## src/rtl/synth_param_bank.sv

```systemverilog
// ---------------------------------------------------------------------------
// synth_param_bank
//
// Bank of NUM_PARAMS saturating synth control registers (octave, amplitude,
// A/D/S/R, ...). A select index picks one register. The inc/dec buttons step
// that register once on press, then auto-repeat while the button is held:
// the first repeat comes after HOLD_CYCLES, and later repeats come every
// REPEAT_CYCLES. A direct load port writes absolute values, clipped to the
// register's upper limit.
//
// Parameters:
//   NUM_PARAMS    number of registers (>= 2)
//   WIDTH         bits per register (>= 4)
//   SEL_W         select width, 2**SEL_W >= NUM_PARAMS
//   DEFAULTS      packed reset values, index 0 in the LSBs
//   MAX_VALS      packed per-register upper limits, index 0 in the LSBs
//   HOLD_CYCLES   hold time before auto-repeat starts
//   REPEAT_CYCLES interval between auto-repeat steps
//
// Ports:
//   clk          system clock
//   reset        synchronous, active-low reset
//   sel          register index used by inc/dec/load
//   inc, dec     button levels, already synchronised to clk
//   load         one-cycle strobe that writes load_value to register sel
//   load_value   absolute value for load
//   params_flat  all registers, index i at [i*WIDTH +: WIDTH]
//   sel_value    register at sel (combinational), 0 for an unused index
//   sel_nibble   top four bits of sel_value, for the HEX decoder
//   changed      registered one-cycle pulse when a register value changed
//   sat          registered one-cycle pulse when a step or load was clipped
// ---------------------------------------------------------------------------
module synth_param_bank #(
  parameter int                          NUM_PARAMS    = 6,
  parameter int                          WIDTH         = 6,
  parameter int                          SEL_W         = 3,
  parameter logic [NUM_PARAMS*WIDTH-1:0] DEFAULTS      = {6'd63, 6'd63, 6'd0, 6'd63, 6'd63, 6'd4},
  parameter logic [NUM_PARAMS*WIDTH-1:0] MAX_VALS      = {6'd63, 6'd63, 6'd63, 6'd63, 6'd63, 6'd7},
  parameter int                          HOLD_CYCLES   = 25_000_000,
  parameter int                          REPEAT_CYCLES = 5_000_000
) (
  input  logic                        clk,
  input  logic                        reset,
  input  logic [SEL_W-1:0]            sel,
  input  logic                        inc,
  input  logic                        dec,
  input  logic                        load,
  input  logic [WIDTH-1:0]            load_value,
  output logic [NUM_PARAMS*WIDTH-1:0] params_flat,
  output logic [WIDTH-1:0]            sel_value,
  output logic [3:0]                  sel_nibble,
  output logic                        changed,
  output logic                        sat
);

  // The counter has to reach the larger of the two intervals.
  localparam int CNT_MAX = (HOLD_CYCLES > REPEAT_CYCLES) ? HOLD_CYCLES : REPEAT_CYCLES;
  localparam int CNT_W   = $clog2(CNT_MAX + 1);

  localparam logic [CNT_W-1:0] HOLD_LAST   = CNT_W'(HOLD_CYCLES - 1);
  localparam logic [CNT_W-1:0] REPEAT_LAST = CNT_W'(REPEAT_CYCLES - 1);

  // Direction code: bit 0 = up, bit 1 = down, 00 = no direction.
  localparam logic [1:0] DIR_NONE = 2'b00;

  typedef enum logic [1:0] {
    ST_IDLE,
    ST_HOLD,
    ST_REPEAT,
    ST_WAIT_REL
  } state_t;

  state_t                 state_q, state_d;
  logic [CNT_W-1:0]       cnt_q, cnt_d;
  logic [1:0]             dir_q, dir_d;
  logic [SEL_W-1:0]       sel_q, sel_d;
  logic [WIDTH-1:0]       regs_q [NUM_PARAMS];
  logic [WIDTH-1:0]       regs_d [NUM_PARAMS];
  logic                   changed_q, changed_d;
  logic                   sat_q, sat_d;

  logic [1:0]             dir;
  logic                   step_req;
  logic                   sel_valid;
  logic [WIDTH-1:0]       cur_val;
  logic [WIDTH-1:0]       cur_max;
  logic [WIDTH:0]         up_ext;
  logic [WIDTH:0]         dn_ext;
  logic [WIDTH-1:0]       new_val;
  logic                   write_en;

  // Reset value of register i, clipped to that register's upper limit.
  function automatic logic [WIDTH-1:0] reset_val(input int i);
    logic [WIDTH-1:0] d;
    logic [WIDTH-1:0] m;
    d = DEFAULTS[i*WIDTH +: WIDTH];
    m = MAX_VALS[i*WIDTH +: WIDTH];
    return (d > m) ? m : d;
  endfunction

  // Pressing both buttons at once is treated the same as releasing both.
  assign dir = {dec & ~inc, inc & ~dec};

  // Press / hold / auto-repeat controller. The direction and select index
  // are latched at the press. If either one changes while the button is
  // held, the controller waits for a full release, so it never starts
  // stepping a different register or in the other direction by accident.
  always_comb begin
    state_d  = state_q;
    cnt_d    = cnt_q;
    dir_d    = dir_q;
    sel_d    = sel_q;
    step_req = 1'b0;
    case (state_q)
      ST_IDLE: begin
        if (dir != DIR_NONE) begin
          step_req = 1'b1;
          cnt_d    = '0;
          dir_d    = dir;
          sel_d    = sel;
          state_d  = ST_HOLD;
        end
      end
      ST_HOLD, ST_REPEAT: begin
        if (dir == DIR_NONE) begin
          state_d = ST_IDLE;
        end else if ((dir != dir_q) || (sel != sel_q)) begin
          state_d = ST_WAIT_REL;
        end else if (cnt_q == ((state_q == ST_HOLD) ? HOLD_LAST : REPEAT_LAST)) begin
          step_req = 1'b1;
          cnt_d    = '0;
          state_d  = ST_REPEAT;
        end else begin
          cnt_d = cnt_q + 1'b1;
        end
      end
      ST_WAIT_REL: begin
        if (dir == DIR_NONE) begin
          state_d = ST_IDLE;
        end
      end
      default: begin
        state_d = ST_IDLE;
      end
    endcase
  end

  // Select mux. This loop is written with an explicit compare, so an
  // index past the last register never reads out of range. For such an
  // index it leaves sel_valid low and returns 0.
  always_comb begin
    cur_val   = '0;
    cur_max   = '0;
    sel_valid = 1'b0;
    for (int i = 0; i < NUM_PARAMS; i++) begin
      if (sel == SEL_W'(i)) begin
        cur_val   = regs_q[i];
        cur_max   = MAX_VALS[i*WIDTH +: WIDTH];
        sel_valid = 1'b1;
      end
    end
  end

  // Both step results carry one extra bit. Bit WIDTH of dn_ext is the
  // borrow out of zero. up_ext is compared against the limit with no wrap.
  assign up_ext = {1'b0, cur_val} + {{WIDTH{1'b0}}, 1'b1};
  assign dn_ext = {1'b0, cur_val} - {{WIDTH{1'b0}}, 1'b1};

  // Register update. A load wins over a step in the same cycle; the step
  // request is then dropped, but the controller above has still advanced.
  // A write that leaves the value unchanged does not raise changed.
  always_comb begin
    regs_d    = regs_q;
    changed_d = 1'b0;
    sat_d     = 1'b0;
    new_val   = cur_val;
    write_en  = 1'b0;
    if (sel_valid) begin
      if (load) begin
        write_en = 1'b1;
        if (load_value > cur_max) begin
          new_val = cur_max;
          sat_d   = 1'b1;
        end else begin
          new_val = load_value;
        end
      end else if (step_req) begin
        if (dir[0]) begin
          if (up_ext > {1'b0, cur_max}) begin
            sat_d = 1'b1;
          end else begin
            new_val  = up_ext[WIDTH-1:0];
            write_en = 1'b1;
          end
        end else begin
          if (dn_ext[WIDTH]) begin
            sat_d = 1'b1;
          end else begin
            new_val  = dn_ext[WIDTH-1:0];
            write_en = 1'b1;
          end
        end
      end
      if (write_en && (new_val != cur_val)) begin
        changed_d = 1'b1;
      end
      for (int i = 0; i < NUM_PARAMS; i++) begin
        if (write_en && (sel == SEL_W'(i))) begin
          regs_d[i] = new_val;
        end
      end
    end
  end

  always_ff @(posedge clk) begin
    if (!reset) begin
      state_q   <= ST_IDLE;
      cnt_q     <= '0;
      dir_q     <= DIR_NONE;
      sel_q     <= '0;
      changed_q <= 1'b0;
      sat_q     <= 1'b0;
      for (int i = 0; i < NUM_PARAMS; i++) begin
        regs_q[i] <= reset_val(i);
      end
    end else begin
      state_q   <= state_d;
      cnt_q     <= cnt_d;
      dir_q     <= dir_d;
      sel_q     <= sel_d;
      changed_q <= changed_d;
      sat_q     <= sat_d;
      regs_q    <= regs_d;
    end
  end

  always_comb begin
    params_flat = '0;
    for (int i = 0; i < NUM_PARAMS; i++) begin
      params_flat[i*WIDTH +: WIDTH] = regs_q[i];
    end
  end

  assign sel_value  = cur_val;
  assign sel_nibble = cur_val[WIDTH-1 -: 4];
  assign changed    = changed_q;
  assign sat        = sat_q;

endmodule

```

## config.mk

```make
export PLATFORM = sky130hd
export DESIGN_NAME = synth_param_bank
export DESIGN_NICKNAME = d
export VERILOG_FILES = /design/src/rtl/synth_param_bank.sv
export SDC_FILE = /design/constraint.sdc
export NUM_CORES = 1
export LEC_CHECK = 0
export CAP_MARGIN = 20
export CORE_MARGIN = 2
export CORE_UTILIZATION = 35
export DETAILED_ROUTE_END_ITERATION = 12
export PLACE_DENSITY = 0.51
export SYNTH_ARGS = -nofsm -noshare
export SYNTH_HDL_FRONTEND = slang
export SYNTH_SLANG_ARGS = --single-unit
```

## constraint.sdc

```tcl
create_clock -name clk -period 8.4 [get_ports clk]
set_clock_uncertainty 0.2 [all_clocks]
set_input_delay 0.84 -clock clk [delete_from_list [all_inputs] [get_ports clk]]
set_output_delay 0.84 -clock clk [all_outputs]
set_load 0.02 [all_outputs]
```

==> results of run 1 <==
## worst max path at each step
stage                     startpoint              end  slack (ns)  cells after the start
after floorplan               sel[0]  params_flat[11]        3.79                     19
after global placement        sel[1]   params_flat[4]        2.38                     18
after detailed placement      sel[2]  params_flat[18]        2.30                     17
after CTS                     sel[2]   params_flat[4]        2.65                     17
after global routing          sel[2]  params_flat[22]        2.21                     17
final                         sel[2]   params_flat[4]        2.62                     17
## logic make-up after synthesis
kind of cell / after synthesis / synth area share
simple gates: 200 / 0.228
compound gates: 138 / 0.220
flops: 70 / 0.294
buf+inv: 53 / 0.0713
xor+xnor: 35 / 0.0697
mux: 28 / 0.0595
fa+ha+maj: 22 / 0.0577
## routing by layer
metal,part of all wire,vias to the layer above,global-route usage
met3,0.054,12,0.0557
met1,0.46,2065,0.255
met5,0,-,0
li1,-,2105,-
met4,0.013,0,0.0443
met2,0.47,124,0.318
## cell usage in the layout, fill, tap and decap left out, types with 15 or more instances in the layout
| cell type | instances |
|---|---|
| xor2_1 | 15 |
| ha_1 | 22 |
| dfxtp_1 | 70 |
| nor2_1 | 63 |
| nand3_1 | 21 |
| o211ai_1 | 27 |
| a21oi_1 | 16 |
| mux2i_1 | 25 |
| clkdlybuf4s50_1 | 61 |
| o21ai_0 | 29 |
| nand2_1 | 35 |
| xnor2_1 | 18 |
| inv_1 | 19 |
## power breakdown
part | switching, mW | internal [mW] | leakage (nW)
clock network | 0.152 | 0.238 | 0.142
logic | 0.171 | 0.104 | 1.34
registers | 0.0122 | 0.345 | 0.569
total | 0.335 | 0.687 | 2.05
## per-stage QoR
step	utilization	std cells	cell area, sq um
finish	0.427	772	5680
global route	0.427	772	5680
CTS	0.427	772	5680
detailed placement	0.405	756	5380
global placement	0.405	756	5380
floorplan	-	546	4770
## layout make-up
type,count,share of cell area
repair buffers,65,0.113
well taps,176,0.0387
flip-flops and latches,70,0.247
multi-input cells,423,0.534
inverters,22,0.0145
clock buffers,11,0.0427
clock inverters,5,0.0103
## critical path: cells and delay by family
kind / cells / cell delay [ns]
buf+inv: 2 / 1.14
xor+xnor: 1 / 0.10
fa+ha+maj: 2 / 0.58
simple gates: 5 / 1.03
compound gates: 7 / 2.13
## state kept, by name (all words and copies together), names as in the netlist
| register | cells |
|---|---|
| changed | 1 |
| cnt_q | 25 |
| dir_q | 2 |
| sat | 1 |
| params_flat | 36 |
| sel_q | 3 |
| state_q | 2 |
==> results_dict.tcl, run 1 <==
set metrics [dict create \
    cp_max_fo 30 \
    crit_top_cell "nor2_1" \
    netlist_area_sq_um 4770 \
    setup_viol 0 \
    r2r_end "params_flat[4]" \
    clock_latency_ns 0.35 \
    rsz0062_at_grt "false" \
    rows 42 \
    area_delta_synth_final_pct 19.0 \
    grt_first_pass_wirelength_mm 22.3 \
    num-nets-final 627 \
    end_kind "register" \
    tightest_slew_ns 0.955 \
    min_period_ns 5.78 \
    routed_via_density 5.58 \
    start_kind "input pin" \
    leakagePower_nw 2.05 \
    status "complete, no violations" \
    period_share 0.688 \
    min_to "params_flat[1]" \
    critPathKind "in2reg" \
    synth-seq-area-share 0.294 \
    holdPathStages 2 \
    antenna_found_initial 0 \
    wire_per_inst_um 17.9 \
    max_freq_mhz 173 \
    setup_tns_ns 0 \
    via_count 4306 \
    place_hpwl_mm 10.1 \
    report.final.hold_viol_count 0 \
    yosysMostFrequentCell "dfxtp_1" \
    max_cap_viol_count 0 \
    syn_inst 546 \
    fp.dieH_um 121 \
    wirelength_mm 13.8 \
    layout_setup_ws_ns 2.62 \
    fill_cells 1353 \
    grt_max_degree 33 \
    critPathMaxStageDelay_ns 0.92 \
    hold_ws_ns 0.296 \
    drc 0 \
    clk_pin_slew_ns 0.06 \
    core_sq_um 13300 \
    hold_buffers 0 \
    cts_resized 0 \
    start_util 0.359 \
    globalplace.congestion 0.848 \
    ys_seq_elements 70 \
    synth_warnings 0 \
    syn_nets 582 \
    min_path_type "reg2reg" \
    synth_cell_types 87 \
    required_ns 8.46 \
    cts_buffers 9 \
    clock_path_buffers 2 \
    cts-root-buf "clkbuf_16" \
    cts_tree "done" \
    synth_edf_count 0 \
    hp-start "params_flat[1]" \
    syn-mean-instance-area_sq_um 8.74 \
    synth_common_cells "dfxtp_1, nor2_1, nand2_1, o21ai_0, o211ai_1" \
    multi_input_area_sq_um 3040 \
    cts_htree_levels 3 \
    drt_iter0_drc 288 \
    power_mw 1.02 \
    synth_top_area_share 0.294 \
    regToRegStartpoint "params_flat[18]" \
    async_flop_share 0 \
    clock-sinks 70 \
    dp_slack_ns 2.30 \
    slowest_stage "clkdlybuf4s50_1" \
    r2r_slack_ns 3.71 \
    drive_gt1_frac 0.107 \
    r2r_cells 16 \
    first_pass_iters 5 \
    regArea_sq_um 1400 \
    die_x_um 121 \
    gr-total-overflow 0 \
    gr-usage-all-layers 0.195 \
    crit_arrival_ns 5.84 \
    num_io_pins 62 \
    crit_chain "clkdlybuf4s50_1 > nor2_1 > a22oi_1 > nand2_1 > inv_1 > ha_1 > nand3_2 > nor2_1 > xnor2_1 > ha_1 > o21a_1 > o22ai_1 > a21oi_1 > o21ai_2 > a31oi_4 > nor2_1 > a211oi_1" \
    ys.flop_type "dfxtp_1" \
    pwr_density_cell_nw_per_um2 180 \
    slew_viol_final 0 \
    post_cts_buffers 0 \
    yosys.area.top_type "dfxtp_1" \
    grt_pass1_vias 4165 \
    diodes 0 \
    yosys-top-cells-area "dfxtp_1, ha_1, mux2i_1, nor2_1, o211ai_1" \
    ant_nets 0 \
    dieArea_sq_um 14600 \
    peakVddDrop_v 0.000115 \
    port_buffers 61 \
    max_slew_margin 0.364 \
]
Note: power is estimated with default switching activity, not from simulation.
==> inputs of run 2 (changes only) <==
==> constraint.sdc (replaced) <==
create_clock -name clk -period 5.55 [get_ports clk]
set_clock_uncertainty 0.2 [all_clocks]
set_input_delay 0.555 -clock clk [delete_from_list [all_inputs] [get_ports clk]]
set_output_delay 0.555 -clock clk [all_outputs]
set_load 0.02 [all_outputs]
==> run 2 against run 1 <==
Routed wire length grew 3.2%; core utilization up 0.59 points; combinational power grew 56%; critical path depth grew 2; hold slack better by 0.019 ns; die area stayed put; first-iteration DRC count increased by 16%; non-clock buffer count grew 11; highest routed layer unchanged; via count is 0.53% higher; global-route usage increased by 0.44 points; clock power rose by 48%; critical path type unchanged; worst setup slack lost 1.8 ns.
==> results_dict.tcl, run 2 (synthesis gave the netlist of run 1 again) <==
set metrics [dict create \
    critPathKind "in2reg" \
    max_slew_margin 0.355 \
    slew_viol_final 0 \
    fill_cells 1332 \
    place_hpwl_mm 10.7 \
    antenna_found_initial 0 \
    cts-root-buf "clkbuf_16" \
    max_freq_mhz 211 \
    drive_gt1_frac 0.122 \
    grt_first_pass_wirelength_mm 22.7 \
    drt_iter0_drc 334 \
    routed_via_density 5.54 \
    status "complete, no violations" \
    post_cts_buffers 0 \
    cts_htree_levels 3 \
    cts_buffers 9 \
    crit_family "compound AO/OA/AOI/OAI gates" \
    crit_chain "clkdlybuf4s50_1 > buf_4 > a22oi_1 > nand2_1 > inv_1 > ha_1 > nand3_2 > nor2_1 > xnor2_1 > ha_1 > o21a_1 > o22ai_1 > a21oi_1 > buf_4 > or3_1 > a32o_1 > a221oi_2 > a21oi_2 > a211oi_1" \
    start_kind "input pin" \
    cts_tree "done" \
    largest_reg_flops 36 \
    cts_resized 0 \
    r2r_slack_ns 1.42 \
    report.final.hold_viol_count 0 \
    gr-usage-all-layers 0.199 \
    area_delta_synth_final_pct 20.7 \
    diodes 0 \
    final_common_cell "dfxtp_1" \
    holdPathStages 2 \
    port_buffers 61 \
    clock_latency_ns 0.33 \
    via_count 4329 \
    setup_viol 0 \
    grt_pass1_vias 4253 \
    p_int_mw 1.06 \
    rsz0062_at_grt "false" \
    hold_buffers 0 \
    placed_area_sq_um 5460 \
    cp_max_fo 22 \
    fp.dieH_um 121 \
    dieArea_sq_um 14600 \
    crit_arrival_ns 4.79 \
    final_area_sq_um 5760 \
    r2r_end "params_flat[22]" \
    regToRegStartpoint "params_flat[12]" \
    min_to "params_flat[3]" \
    grt_max_degree 33 \
    clkPwrFrac 0.373 \
    wirelength_mm 14.2 \
    globalplace.congestion 0.899 \
    tightest_slew_ns 0.968 \
    required_ns 5.59 \
    slowest_stage "clkdlybuf4s50_1" \
    min_path_type "reg2reg" \
    r2r_cells 18 \
    peakVddDrop_v 0.000174 \
    p_comb_frac 0.278 \
    num-nets-final 638 \
    drc 0 \
    ant_nets 0 \
    critPathMaxStageDelay_ns 0.57 \
    period_share 0.855 \
    leakagePower_nw 2.10 \
    layout_common_cells "dfxtp_1, nor2_1, clkdlybuf4s50_1" \
    pwr_density_cell_nw_per_um2 269 \
    swShare 0.318 \
    first_pass_iters 5 \
    gr-total-overflow 0 \
    clk_pin_slew_ns 0.06 \
    wire_per_inst_um 18.2 \
    switching_power_uw 492 \
    core_sq_um 13300 \
    die_x_um 121 \
    num_io_pins 62 \
    hp-start "params_flat[3]" \
    rows 42 \
    clock-sinks 70 \
    min_period_ns 4.75 \
    post-route-util 0.433 \
    clock_path_buffers 2 \
    start_util 0.359 \
    max_cap_viol_count 0 \
    setup_tns_ns 0 \
    end_kind "register" \
    path_buf_inv 4 \
    p_seq_frac 0.349 \
    hold_ws_ns 0.315 \
]
## run 2: cell types whose count changed in the layout (fill, tap and decap cells not counted), sizes merged
cell / change
clkinv: -2
buf: +11
## run 2: layout make-up
class / instances / area [sq um] / share of cell area
flip-flops and latches: 70 / 1400 / 0.243
clock inverters: 3 / 45.0 / 0.00782
clock buffers: 11 / 253 / 0.0439
well taps: 176 / 220 / 0.0382
multi-input cells: 423 / 3040 / 0.527
inverters: 22 / 82.6 / 0.0143
repair buffers: 76 / 723 / 0.126
## run 2: worst min-delay path: stages, from the launching register on
cell and delay [ns]:
dfxtp_1 0.33, nand2_1 0.06, o22ai_1 0.07
## run 2: metrics by stage
step                      total power [mW]  cells  setup slack (ns)
after global placement               0.981    767             0.526
after detailed placement             0.981    767             0.488
final                                 1.55    781             0.805
after CTS                             1.57    781             0.833
after global routing                  1.63    781             0.436
after floorplan                      0.848    546              1.22
## run 2: how the worst max path moves through the flow
| stage | startpoint | endpoint | slack [ns] | cells past startpoint |
|---|---|---|---|---|
| global placement | sel[1] | params_flat[9] | 0.53 | 19 |
| global route | sel[1] | params_flat[34] | 0.44 | 18 |
| detailed placement | sel[1] | params_flat[4] | 0.49 | 19 |
| floorplan | sel[0] | params_flat[11] | 1.22 | 19 |
| finish | sel[1] | params_flat[22] | 0.80 | 19 |
| CTS | sel[1] | params_flat[4] | 0.83 | 19 |
## run 2: metal layers
layer,track usage,vias up,routed length [um]
met5,0,-,0
met4,0.0552,0,274
met3,0.0542,16,844
met2,0.332,134,6990
met1,0.252,2067,6120
li1,-,2112,-
## run 2: power by group through the flow
stage                     Sequential [mW]  Combinational [mW]  Clock, mW
final                               0.542               0.430      0.578
after global routing                0.544               0.469      0.613
after CTS                           0.542               0.431      0.596
after detailed placement            0.552               0.429          0
after global placement              0.553               0.428          0
after floorplan                     0.563               0.285          0
